File: src/rtl/add_pipe_md_pkg.sv
// Shared helpers for the pipelined add/subtract unit: segment geometry,
// stage-index constants and the registered result-flag struct.
package add_pipe_md_pkg;

  localparam int STG_FIRST = 0;

  typedef struct packed {
    logic cout;
    logic ovf;
  } add_flags_t;

  // Nominal segment width; the last segment absorbs the remainder.
  function automatic int seg_w(input int width, input int stages);
    return width / stages;
  endfunction

  function automatic int seg_lo(input int width, input int stages, input int k);
    return k * seg_w(width, stages);
  endfunction

  function automatic int seg_hi(input int width, input int stages, input int k);
    return (k == stages - 1) ? width - 1 : (k + 1) * seg_w(width, stages) - 1;
  endfunction

endpackage

File: src/rtl/add_pipe_md_seg.sv
// Combinational carry segment. c_msb is the carry into the segment MSB,
// recovered from the sum bit so no separate narrower adder is needed.
module add_seg_md #(
  parameter int W = 8
) (
  input  logic [W-1:0] a,
  input  logic [W-1:0] b,
  input  logic         ci,
  output logic [W-1:0] s,
  output logic         co,
  output logic         c_msb
);

  assign {co, s} = {1'b0, a} + {1'b0, b} + {{W{1'b0}}, ci};
  assign c_msb   = s[W-1] ^ a[W-1] ^ b[W-1];

endmodule

File: src/rtl/add_pipe_md.sv
// Pipelined add/subtract unit. Stage k resolves carry segment k; operand bits
// above the segment ride along in skew registers, finished result bits below it
// ride along in de-skew registers. The whole pipe freezes when the output stalls.
module add_pipe_md
  import add_pipe_md_pkg::*;
#(
  parameter int WIDTH  = 23,
  parameter int STAGES = 3
) (
  input  logic             clk,
  input  logic             rst_n,
  input  logic             in_valid,
  output logic             in_ready,
  input  logic [WIDTH-1:0] A,
  input  logic [WIDTH-1:0] B,
  input  logic             sub,
  input  logic             cin,
  output logic             out_valid,
  input  logic             out_ready,
  output logic [WIDTH-1:0] out,
  output logic             cout,
  output logic             ovf
);

  logic [WIDTH-1:0] beff;
  logic             c0;
  logic             stall;
  logic             en;

  assign beff     = sub ? ~B : B;
  assign c0       = cin ^ sub;
  assign stall    = out_valid & ~out_ready;
  assign en       = ~stall;
  assign in_ready = en;

  for (genvar k = 0; k < STAGES; k++) begin : stg
    localparam int LO = seg_lo(WIDTH, STAGES, k);
    localparam int HI = seg_hi(WIDTH, STAGES, k);
    localparam int SW = HI - LO + 1;

    logic [SW-1:0] sa, sb, ss;
    logic          sci, sco, smsb;
    logic [HI:0]   s_d, s_q;
    logic          v_d, v_q;

    if (k == STG_FIRST) begin : g_src
      assign sa  = A[HI:LO];
      assign sb  = beff[HI:LO];
      assign sci = c0;
      assign s_d = ss;
      assign v_d = in_valid;
    end else begin : g_src
      assign sa  = stg[k-1].g_skew.a_q[HI:LO];
      assign sb  = stg[k-1].g_skew.b_q[HI:LO];
      assign sci = stg[k-1].g_skew.co_q;
      assign s_d = {ss, stg[k-1].s_q};
      assign v_d = stg[k-1].v_q;
    end

    add_seg_md #(.W(SW)) u_seg (
      .a    (sa),
      .b    (sb),
      .ci   (sci),
      .s    (ss),
      .co   (sco),
      .c_msb(smsb)
    );

    // Stage valid bit and accumulated low result bits, frozen while stalled.
    always_ff @(posedge clk or negedge rst_n) begin
      if (!rst_n) begin
        v_q <= 1'b0;
        s_q <= '0;
      end else if (en) begin
        v_q <= v_d;
        s_q <= s_d;
      end
    end

    if (k < STAGES - 1) begin : g_skew
      logic [WIDTH-1:HI+1] a_d, b_d, a_q, b_q;
      logic                co_q;

      if (k == STG_FIRST) begin : g_in
        assign a_d = A[WIDTH-1:HI+1];
        assign b_d = beff[WIDTH-1:HI+1];
      end else begin : g_in
        assign a_d = stg[k-1].g_skew.a_q[WIDTH-1:HI+1];
        assign b_d = stg[k-1].g_skew.b_q[WIDTH-1:HI+1];
      end

      // Carry into the next segment plus the not-yet-added operand bits.
      always_ff @(posedge clk or negedge rst_n) begin
        if (!rst_n) begin
          a_q  <= '0;
          b_q  <= '0;
          co_q <= 1'b0;
        end else if (en) begin
          a_q  <= a_d;
          b_q  <= b_d;
          co_q <= sco;
        end
      end
    end else begin : g_flg
      add_flags_t flg_q;

      // Final carry-out and signed overflow from the top segment.
      always_ff @(posedge clk or negedge rst_n) begin
        if (!rst_n) begin
          flg_q <= '0;
        end else if (en) begin
          flg_q <= '{cout: sco, ovf: smsb ^ sco};
        end
      end
    end
  end

  assign out_valid = stg[STAGES-1].v_q;
  assign out       = stg[STAGES-1].s_q;
  assign cout      = stg[STAGES-1].g_flg.flg_q.cout;
  assign ovf       = stg[STAGES-1].g_flg.flg_q.ovf;

endmodule

File: config.mk
export PLATFORM = sky130hd
export DESIGN_NAME = add_pipe_md
export DESIGN_NICKNAME = d
export VERILOG_FILES = /design/src/rtl/add_pipe_md_pkg.sv /design/src/rtl/add_pipe_md_seg.sv /design/src/rtl/add_pipe_md.sv
export SDC_FILE = /design/constraint.sdc
export NUM_CORES = 1
export LEC_CHECK = 0
export BUFFER_PORTS_ARGS = -buffer_cell sky130_fd_sc_hd__clkbuf_2
export CAP_MARGIN = 0
export CORE_UTILIZATION = 40
export CTS_CLUSTER_DIAMETER = 50
export DETAILED_ROUTE_END_ITERATION = 8
export MAX_ROUTING_LAYER = met4
export PLACE_DENSITY = 0.71
export SYNTH_ARGS = -nofsm -noshare
export SYNTH_HDL_FRONTEND = slang
export SYNTH_SLANG_ARGS = --single-unit
File: constraint.sdc
create_clock -name clk -period 7.4 [get_ports clk]
set_clock_uncertainty 0.15 [all_clocks]
set_input_delay 0.74 -clock clk [delete_from_list [all_inputs] [get_ports clk]]
set_output_delay 0.74 -clock clk [all_outputs]
set_load 0.005 [all_outputs]
; Yosys cells after proc, flatten, opt, wreduce, memory -nomap -nowiden
; Cells that the tools add are included.
[word_totals]
register_bits = 101
latchBits = 0
mem_bits_rw = 0
mem_bits_ro = 0
out_inout_bits = 27
word_cells = 29
n_memories = 0
[op_classes]
n_addsub = 6
multipliers = 0
div_mod_pow = 0
order_cmp = 0
n_eq_ne = 0
shifts = 0
n_mux = 1
bitwise = 8
reduce_logical = 0
[op_table]
columns = op, n
row1 = $mux W23, 1
row2 = $not A23 Y23, 1
row3 = $add A7 B7 Y8, 2
row4 = $add A8 B1 Y8, 2
row5 = $add A10 B1 Y10, 1
row6 = $add A9 B9 Y10, 1
row7 = $xor A1 B1 Y1, 4
row8 = $not A1 Y1, 2
row9 = $and A1 B1 Y1, 1

; Depth between registers and ports, before layout
; Gate-level depths: netlist of run 1.
[logic_depth]
depth_word = 5
ltp_mapped = 12
mapped_depth_nobuf = 11

; Hierarchy
; Synthesis of run 1 repeated with hierarchy kept, for this count alone.
[unflattened]
cells_unflattened = 373
area_unflattened_um2 = 5403.9
[modules_own_cells]
columns = module, n_inst, cells_per_inst, area_per_inst_um2, seq_area_each_um2
row1 = add_pipe_md, 1, 242, 4376.7, 2527.4
row2 = add_seg_md at stg[0].u_seg ..., 2, 37, 302.8, 0.0
row3 = add_seg_md at stg[2].u_seg, 1, 57, 421.7, 0.0

; Worst setup path before layout of run 1
; No wires, ideal clock.
[synth_timing]
path_kind = input to register
startpoint = in sub
endpoint = reg stg[0].s_q[6]
setup_time_ps = 83
t_arrival_ps = 3147
t_required_ps = 7167
slack_ps = 4020
stages = 12
n_path_buf = 2
cell_sequence = clkbuf_1 -> clkbuf_1 -> xnor2_1 -> fa_1 -> fa_1 -> nor2b_1 -> o21ai_0 -> nand2b_1 -> a21o_1 -> a21oi_1 -> xor2_1 -> o21ai_0
[synth_via]
elab_chain_len = 3
[synth_rtl]
columns = item, line_no
row1 = "start, declared", add_pipe_md.sv:16  ; input logic sub,
row2 = $mux W23, add_pipe_md.sv:30  ; assign beff = sub ? ~B : B;
row3 = $add A7 B7 Y8, add_pipe_md_seg.sv:14  ; assign {co, s} = {1'b0, a} + {1'b0, b} + {{W{1'b0}}, ci};
row4 = $add A8 B1 Y8 (*), add_pipe_md_seg.sv:14
row5 = "end signal, assigned", add_pipe_md.sv:73  ; s_q <= '0;
row6 = "end signal, assigned", add_pipe_md.sv:76  ; s_q <= s_d;
row7 = "end, declared", add_pipe_md.sv:43  ; logic [HI:0] s_d, s_q;
; Every way passes the cells marked *; elsewhere a longest branch is shown, timed or not.
; A chain may end at the register's enable or synchronous reset.

; Final worst setup path of run 1
; Ends and elaborated chain as after synthesis.

==> results of run 1 <==
[critical path: cells and delay by family]
| family | cells | cell delay, ps |
|---|---|---|
| AO/OA/AOI/OAI | 4 | 370 |
| XOR/XNOR | 2 | 330 |
| adder cells (fa/ha/maj) | 2 | 890 |
| buffers and inverters | 1 | 610 |
| AND/OR/NAND/NOR | 2 | 260 |
[metrics by stage]
stage	std cells	hold WS [ps]	utilization, %
floorplan	517	280.0	-
global placement	716	293.9	45.80
detailed placement	716	306.4	45.80
CTS	732	287.6	48.43
global route	732	300.7	48.43
finish	732	252.3	48.43
[area by class of cell]
| type | instances | area (um^2) |
|---|---|---|
| clock buffer | 11 | 242.7 |
| clock inverter | 5 | 58.81 |
| fill | 1107 | 5913 |
| inverter | 15 | 56.30 |
| multi-input combinational | 376 | 2074 |
| sequential | 101 | 2527 |
| tap | 143 | 178.9 |
| timing repair buffer | 81 | 415.4 |
[placed cells by master (no fill, tap or decap)]
cell | netlist | layout
o21ai_0 | 32 | 32
fa_1 | 6 | 6
o31ai_1 | 2 | 2
a221o_1 | 1 | 1
nand2b_1 | 6 | 6
xor2_1 | 13 | 13
clkbuf_1 | 23 | 1
ha_1 | 20 | 20
nor2b_1 | 4 | 3
dfrtp_1 | 101 | 101
inv_2 | 1 | 1
a21boi_0 | 2 | 2
nor2b_4 | 0 | 1
o221ai_1 | 2 | 2
nor2_1 | 17 | 17
clkinv_2 | 0 | 1
a21o_1 | 4 | 4
buf_4 | 0 | 4
clkinvlp_4 | 0 | 2
clkbuf_8 | 0 | 1
clkbuf_16 | 0 | 9
and3_2 | 1 | 1
inv_6 | 0 | 1
a21oi_1 | 23 | 23
xnor3_1 | 1 | 1
nand2_1 | 210 | 210
inv_1 | 14 | 14
o211ai_1 | 1 | 1
clkbuf_2 | 0 | 77
xnor2_1 | 27 | 27
a21oi_2 | 1 | 1
nor3b_1 | 1 | 1
o21bai_1 | 2 | 2
bufinv_16 | 0 | 1
[sequential cells by signal, indices dropped and copies added, names as in the netlist]
name,cells
out_valid,1
stg.g_skew.b_q,25
stg.g_skew.a_q,25
stg.s_q,21
stg.g_skew.co_q,2
out,23
ovf,1
stg.v_q,2
cout,1
[kinds of logic (layout without fill, tap and decap cells)]
| kind of cell | count (synthesis) | after routing | share of synthesized area [%] |
|---|---|---|---|
| XOR/XNOR | 41 | 41 | 7.859 |
| AO/OA/AOI/OAI | 70 | 70 | 8.307 |
| adder cells (fa/ha/maj) | 26 | 26 | 7.806 |
| AND/OR/NAND/NOR | 239 | 239 | 19.59 |
| flip-flops | 101 | 101 | 53.27 |
| buffers and inverters | 40 | 112 | 3.164 |
[per-layer routing]
metal	part of all wire, %	GRT usage, %	vias up
met4	2.1	6.489	0
li1	-	-	1770
met2	46	26.29	70
met3	4.1	3.718	15
met1	48	21.69	1633
met5	0	-	-
[path summary, 6_finish.rpt]
path	endpoint	slack [ps]	depth (start not counted)
setup / recovery	stg[0].s_q[6]	4220	11
hold / removal	out[1]	250	1
setup reg to reg	ovf	4470	11
hold reg to reg	out[5]	320	2
max in group asynchronous	stg[0].s_q[1]	5740	2
min in group clk	out[5]	320	2
[power breakdown]
| part | internal, uW | switching, uW |
|---|---|---|
| Combinational | 352 | 427 |
| Sequential | 772 | 121 |
| Clock | 272 | 200 |
| Total | 1400 | 748 |
==> flow_summary.ini, run 1 <==
[outcome]
status = complete, no violations

[clocking]
post_cts_buffers = 0
root_buffer = clkbuf_16
clock_path_buffers = 2
cts_inserted_buffers = 9
cts_resized = 0
cts_tree = yes
clkSlewWorstSetupHoldPaths_ps = 70
h-tree-depth = 3
hold_buffers = 0
clk_latency_ps = 340
clock_sinks = 101

[die]
rows = 39
design.die.area_mm2 = 0.01230
start_util_pct = 41.37
die_h_um = 110.9
die_w_um = 110.9
core_mm2 = 0.01147
num_io_pins = 79

[setup_path]
end_kind = flip-flop
cp.required_ps = 7420
path_cells = clkbuf_2 > xnor2_1 > fa_1 > fa_1 > nor2b_1 > o21ai_0 > nand2b_1 > a21o_1 > a21oi_1 > xor2_1 > o21ai_0
cp_max_fo = 24
worstSetupStartpoint = sub
worstSetupStartpointType = input pin
critical_path_arrival_ps = 3210
r2r_start = stg[1].g_skew.b_q[14]
slowest_delay_ps = 610
critical_path_class = in -> reg
crit_path_top_delay_cell = clkbuf_2

[synth]
synth_edf_count = 0
netlist_area_mm2 = 0.004745
synth_area_leaders = dfrtp_1 53%, nand2_1 17%, ha_1 5.3%
syn-num-nets = 595
ys_seq_area_share_pct = 53.27
yosys.area.top_type = dfrtp_1
synth.avg_cell_area_um2 = 9.177
ys_types = 26
syn_inst = 517
yosys_most_used_dff = dfrtp_1
yosysMostFrequentCell = nand2_1
ys_seq_elements = 101
ys_warn_count = 0
synth_top_area_share_pct = 53.27
ys_top_cells_by_count = 210 x nand2_1, 101 x dfrtp_1, 32 x o21ai_0
async_flop_share_pct = 100.0

[global_route]
grt.overflow.total = 0
grtUsageTotal_pct = 16.92
grt_max_degree = 106
grt_pass1_wl_mm = 16.42
grt_pass1_vias = 3501
antenna_found_initial = 0

[detailed_routing]
drc_errors = 0
first_pass_iters = 4
antenna_left = 0
avgRoutedWirePerCell_um = 12.59
wirelength_mm = 9.213
vias = 3488
drtIter0Drc = 151
viasPerCell = 4.765

[timing]
finalHoldViolCount = 0
min_period_over_period_pct = 43.03
fin_ws_ps = 4216
rsz0062_at_grt = no
final.min_clock_period_ps = 3184
max_freq_mhz = 314.1
tightest_slew_ps = 981.5
max_slew_margin_pct = 34.57
finalMaxSlewViolations = 0
setup_violations = 0
fin_setup_tns_ps = 0

[power_and_ir_drop]
vdd_drop_max_v = 0.0001631
finalPower_uw = 2144
p_per_area_mw_per_mm2 = 386.0
power.leakage_uw = 0.002862

[place]
place_congestion = 0.8217
port_buffers = 78
dpl.hpwl_mm = 6.417
place_area_mm2 = 0.005253
dp_slack_ps = 3864

[worst_hold_path]
hold_path_class = in -> async

[final_layout]
num-nets-final = 662
antennaDiodeCount = 0
final_area_mm2 = 0.005554
drive_gt1_share_pct = 16.98
area.growth.synth_to_final_pct = 17.06

[flow_run]
drv_cap = 0
No activity file was read; power rests on OpenSTA's default activity.
==> inputs of run 2 (changes only) <==
clock period = 3.07 ns   (was 7.4 ns; I/O delays follow)
==> run 2 against run 1 <==
Die area did not move. First-iteration DRC count rose by 39%. Worst hold slack got worse by 240 ps. Largest cell class unchanged. Sequential power rose by 140%.
==> flow_summary.ini, run 2 (synthesis gave the netlist of run 1 again) <==
[timing]
final.min_clock_period_ps = 2794
fin_setup_tns_ps = 0
tightest_slew_ps = 991.4
rsz0062_at_grt = no
finalHoldViolCount = 0
finalMaxSlewViolations = 0
max_slew_margin_pct = 33.91
max_freq_mhz = 357.9
setup_violations = 0
min_period_over_period_pct = 91.01

[setup_path]
worstSetupStartpointType = flip-flop
cp_max_fo = 2
critical_path_arrival_ps = 2910
end_kind = flip-flop
cp.required_ps = 3180
critical_path_class = reg -> reg

[place]
place_congestion = 0.8030
dpl.hpwl_mm = 6.698
dp_cells = 720
port_buffers = 78
place_area_mm2 = 0.005283

[final_layout]
final_common_cell = nand2_1
layout_common_cells = 210 x nand2_1, 101 x dfrtp_1, 77 x clkbuf_2
fin_util_pct = 48.87
area.growth.synth_to_final_pct = 18.12
antennaDiodeCount = 0
drive_gt1_share_pct = 17.51
final_area_mm2 = 0.005604
stdcell_count = 737
num-nets-final = 667

[die]
start_util_pct = 41.37
die_w_um = 110.9
core_mm2 = 0.01147
rows = 39
die_h_um = 110.9
num_io_pins = 79
design.die.area_mm2 = 0.01230

[power_and_ir_drop]
finalPower_uw = 5222
p_per_area_mw_per_mm2 = 931.8
power.leakage_uw = 0.002892
vdd_drop_max_v = 0.0004476

[clocking]
clkSlewWorstSetupHoldPaths_ps = 70
cts_tree = yes
root_buffer = clkbuf_16
h-tree-depth = 3
clk_latency_ps = 340
cts_inserted_buffers = 9
clock_path_buffers = 2
clock_sinks = 101

[detailed_routing]
vias = 3517
avgRoutedWirePerCell_um = 12.75
drtIter0Drc = 210
drc_errors = 0
antenna_left = 0
viasPerCell = 4.772
wirelength_mm = 9.394
first_pass_iters = 4

[outcome]
status = complete, no violations

[global_route]
grt_pass1_wl_mm = 15.95
grt_max_degree = 106
grt.overflow.total = 0
grtUsageTotal_pct = 16.62
grt_pass1_vias = 3509
antenna_found_initial = 0

[flow_run]
drv_cap = 0

[worst_hold_path]
hold_path_class = in -> reg
run 2: cell count changes in the layout (fill, tap and decap cells not counted):
| cell | previous run | this run |
|---|---|---|
| dlygate4sd3_1 | 0 | 1 |
| clkinv_4 | 0 | 1 |
| clkinv_2 | 1 | 0 |
| clkinvlp_4 | 2 | 1 |
| buf_4 | 4 | 8 |
| clkbuf_8 | 1 | 2 |
run 2: metrics by stage:
step | setup slack [ps] | hold slack, ps
global route | 130.5 | 19.57
detailed placement | 125.0 | 237.8
finish | 276.1 | 8.990
global placement | 238.1 | 221.7
CTS | 109.4 | 0.03841
floorplan | 123.1 | -138.6
run 2: where the power goes:
group	internal (uW)	total, uW	switching (uW)
combinational	845	1900	1060
clock	681	1160	482
sequential	1860	2160	297
total	3390	5220	1830
run 2: layout make-up:
class,count,area (um^2)
timing repair buffer,86,455.4
sequential,101,2527
multi-input combinational,376,2074
fill,1090,5863
inverter,15,56.30
tap,143,178.9
clock buffer,12,256.5
clock inverter,4,55.05
run 2: what timing repair did:
action,in CTS,in global routing
hold endpoints to repair,50,0
setup buffers,0,0
hold buffers,1,0
setup endpoints to repair,0,1
resized for setup,0,0
run 2: worst paths after layout:
check / startpoint / end / slack (ps) / cells past startpoint
min: A[9] / stg[0].g_skew.a_q[9] / 9 / 3
max: stg[1].g_skew.b_q[14] / ovf / 280 / 11
max in group asynchronous: rst_n / out[8] / 1590 / 3
max reg2reg: stg[1].g_skew.b_q[14] / ovf / 280 / 11
min in group asynchronous: rst_n / out[4] / 390 / 2
min reg2reg: stg[1].s_q[0] / out[0] / 320 / 2
run 2: layer usage:
layer  vias to the layer above  part of all wire, %  GRT usage (%)
li1                       1781                    -              -
met1                      1653                   47          21.56
met2                        70                   47          25.55
met3                        13                  3.8          3.773
met4                         0                  2.0          6.133
met5                         -                    0              -
run 2: worst max-delay path, stage by stage, from the launching register on:
cell and delay (ps):
dfrtp_1 370, inv_1 90, fa_1 190, inv_1 50
fa_1 400, a21o_1 200, a221o_1 340, a21o_1 210
a21oi_2 140, xnor2_1 160, xnor3_1 250, a21oi_1 160
==> inputs of run 3 (changes only) <==
ABC_CLOCK_PERIOD_IN_PS = 3050   (was not set)
CORE_ASPECT_RATIO = 0.5   (was not set)
clock period = 3.05 ns   (was 3.07 ns; I/O delays follow)
==> run 3 against run 2 <==
Fmax down 0.15%. Worst setup slack lost 24 ps. Highest routed layer unchanged. Critical path depth unchanged. Clock power decreased by 6%. Total power shrank 1.5%. Die area is 0.21% higher. Sequential power about the same. Worst hold slack improved by 2.3 ps. Sequential share of layout area about the same. Critical endpoint unchanged. Routed wire length shrank 1.1%.
==> flow_summary.ini, run 3 (synthesis gave the netlist of run 1 again) <==
[outcome]
status = complete, no violations

[detailed_routing]
drtIter0Drc = 153
vias = 3428
wirelength_mm = 9.287
first_pass_iters = 4
drc_errors = 0
avgRoutedWirePerCell_um = 12.33
viasPerCell = 4.552
antenna_left = 0

[clocking]
root_buffer = clkbuf_16
clock_sinks = 101
clkSlewWorstSetupHoldPaths_ps = 60
h-tree-depth = 3
clock_path_buffers = 2
cts_resized = 0
cts_tree = yes
clk_latency_ps = 340
cts_inserted_buffers = 9

[die]
design.die.area_mm2 = 0.01233
rows = 27
start_util_pct = 42.05
num_io_pins = 79
die_h_um = 79.01
die_w_um = 156.0
core_mm2 = 0.01128

[setup_path]
worstSetupStartpointType = flip-flop
reg2reg_depth = 11
r2r_start = stg[1].g_skew.b_q[14]
r2r_slack_ps = 250
critical_path_arrival_ps = 2910
critical_path_class = reg -> reg
end_kind = flip-flop
worstSetupStartpoint = stg[1].g_skew.b_q[14]
cp_max_fo = 2
reg2reg_to = ovf
cp.required_ps = 3170
crit_end = ovf

[timing]
rsz0062_at_grt = no
setup_violations = 0
final.min_clock_period_ps = 2798
tightest_slew_ps = 972.5
max_freq_mhz = 357.4
finalHoldViolCount = 0
min_period_over_period_pct = 91.74
finalMaxSlewViolations = 0
fin_setup_tns_ps = 0
max_slew_margin_pct = 35.17

[final_layout]
layout_common_cells = 210 x nand2_1, 101 x dfrtp_1, 77 x clkbuf_2
area.growth.synth_to_final_pct = 18.06
antennaDiodeCount = 0
num-nets-final = 667
final_common_cell = nand2_1
drive_gt1_share_pct = 17.51
fin_util_pct = 49.65

[power_and_ir_drop]
p_per_area_mw_per_mm2 = 918.0
vdd_drop_max_v = 0.0003093
power.leakage_uw = 0.002888

[place]
place_congestion = 0.8467
port_buffers = 78
dpl.hpwl_mm = 6.628

[global_route]
antenna_found_initial = 0
grt_pass1_vias = 3357
grtUsageTotal_pct = 16.90
grt.overflow.total = 0
grt_pass1_wl_mm = 15.75
grt_max_degree = 106

[worst_hold_path]
hold_path_class = in -> reg

[flow_run]
drv_cap = 0
[run 3: changes by cell type in the layout (fill, tap and decap cells not counted)]
cell / before / now
bufinv_16: 1 / 0
clkbuf_8: 2 / 3
clkinv_2: 0 / 2
clkinvlp_4: 1 / 0
inv_6: 1 / 0
[run 3: timing repair]
action / 4_1_cts / 5_1_grt
setup buffers: 0 / 0
endpoints found under the hold margin: 50 / 0
endpoints found under the setup margin: 0 / 1
hold buffers: 1 / 0
[run 3: cell type report]
class	instances	area, um^2
well taps	159	198.9
inverters	15	56.30
fillers	1089	5682
multi-input cells	376	2074
clock inverters	3	18.77
repair buffers	86	455.4
flip-flops and latches	101	2527
clock buffers	13	270.3
[run 3: critical path, cell delays in order (launching register included)]
cell and delay (ps):
dfrtp_1 360, inv_1 90, fa_1 210, inv_1 60
fa_1 410, a21o_1 190, a221o_1 330, a21o_1 200
a21oi_2 150, xnor2_1 170, xnor3_1 250, a21oi_1 140
[run 3: metrics by stage]
| stage | setup WS, ps | hold WS [ps] | cells | total power (uW) | instance area [um^2] |
|---|---|---|---|---|---|
| 2_1_floorplan | 105.1 | -140.6 | 517 | 3496 | 4745 |
| 3_3_place_gp | 198.0 | 239.7 | 736 | 4045 | 5303 |
| 3_5_place_dp | 98.22 | 231.0 | 736 | 4111 | 5303 |
| 4_1_cts | 77.05 | 1.161 | 753 | 5228 | 5602 |
| 5_1_grt | 28.97 | 19.07 | 753 | 5579 | 5602 |
| 6_report | 251.9 | 11.24 | 753 | 5142 | 5602 |
[run 3: worst min-delay path by stage]
stage             start                     to  cells past startpoint  slack, ps
3_3_place_gp      rst_n          stg[0].s_q[0]                      1        240
3_5_place_dp      rst_n                 out[3]                      1        230
6_report           A[8]   stg[0].g_skew.a_q[8]                      3         10
2_1_floorplan     rst_n                   cout                      0       -140
4_1_cts        in_valid             stg[0].v_q                      3          1
5_1_grt           A[20]  stg[0].g_skew.a_q[20]                      3         20
[run 3: power breakdown]
part	leakage [uW]	total [uW]	internal (uW)	switching, uW
Sequential	0.00121	2170	1870	293
Clock	0.000146	1090	619	471
Combinational	0.00154	1890	848	1040
Total	0.00289	5140	3340	1800
[run 3: routing by layer]
metal / routed length (um) / track usage, % / part of all wire (%) / up-vias
met4: 207 / 6.275 / 2.2 / 0
met3: 379 / 4.531 / 4.1 / 16
met1: 4590 / 22.04 / 49 / 1591
met5: 0 / - / 0 / -
met2: 4109 / 25.45 / 44 / 43
li1: - / - / - / 1778
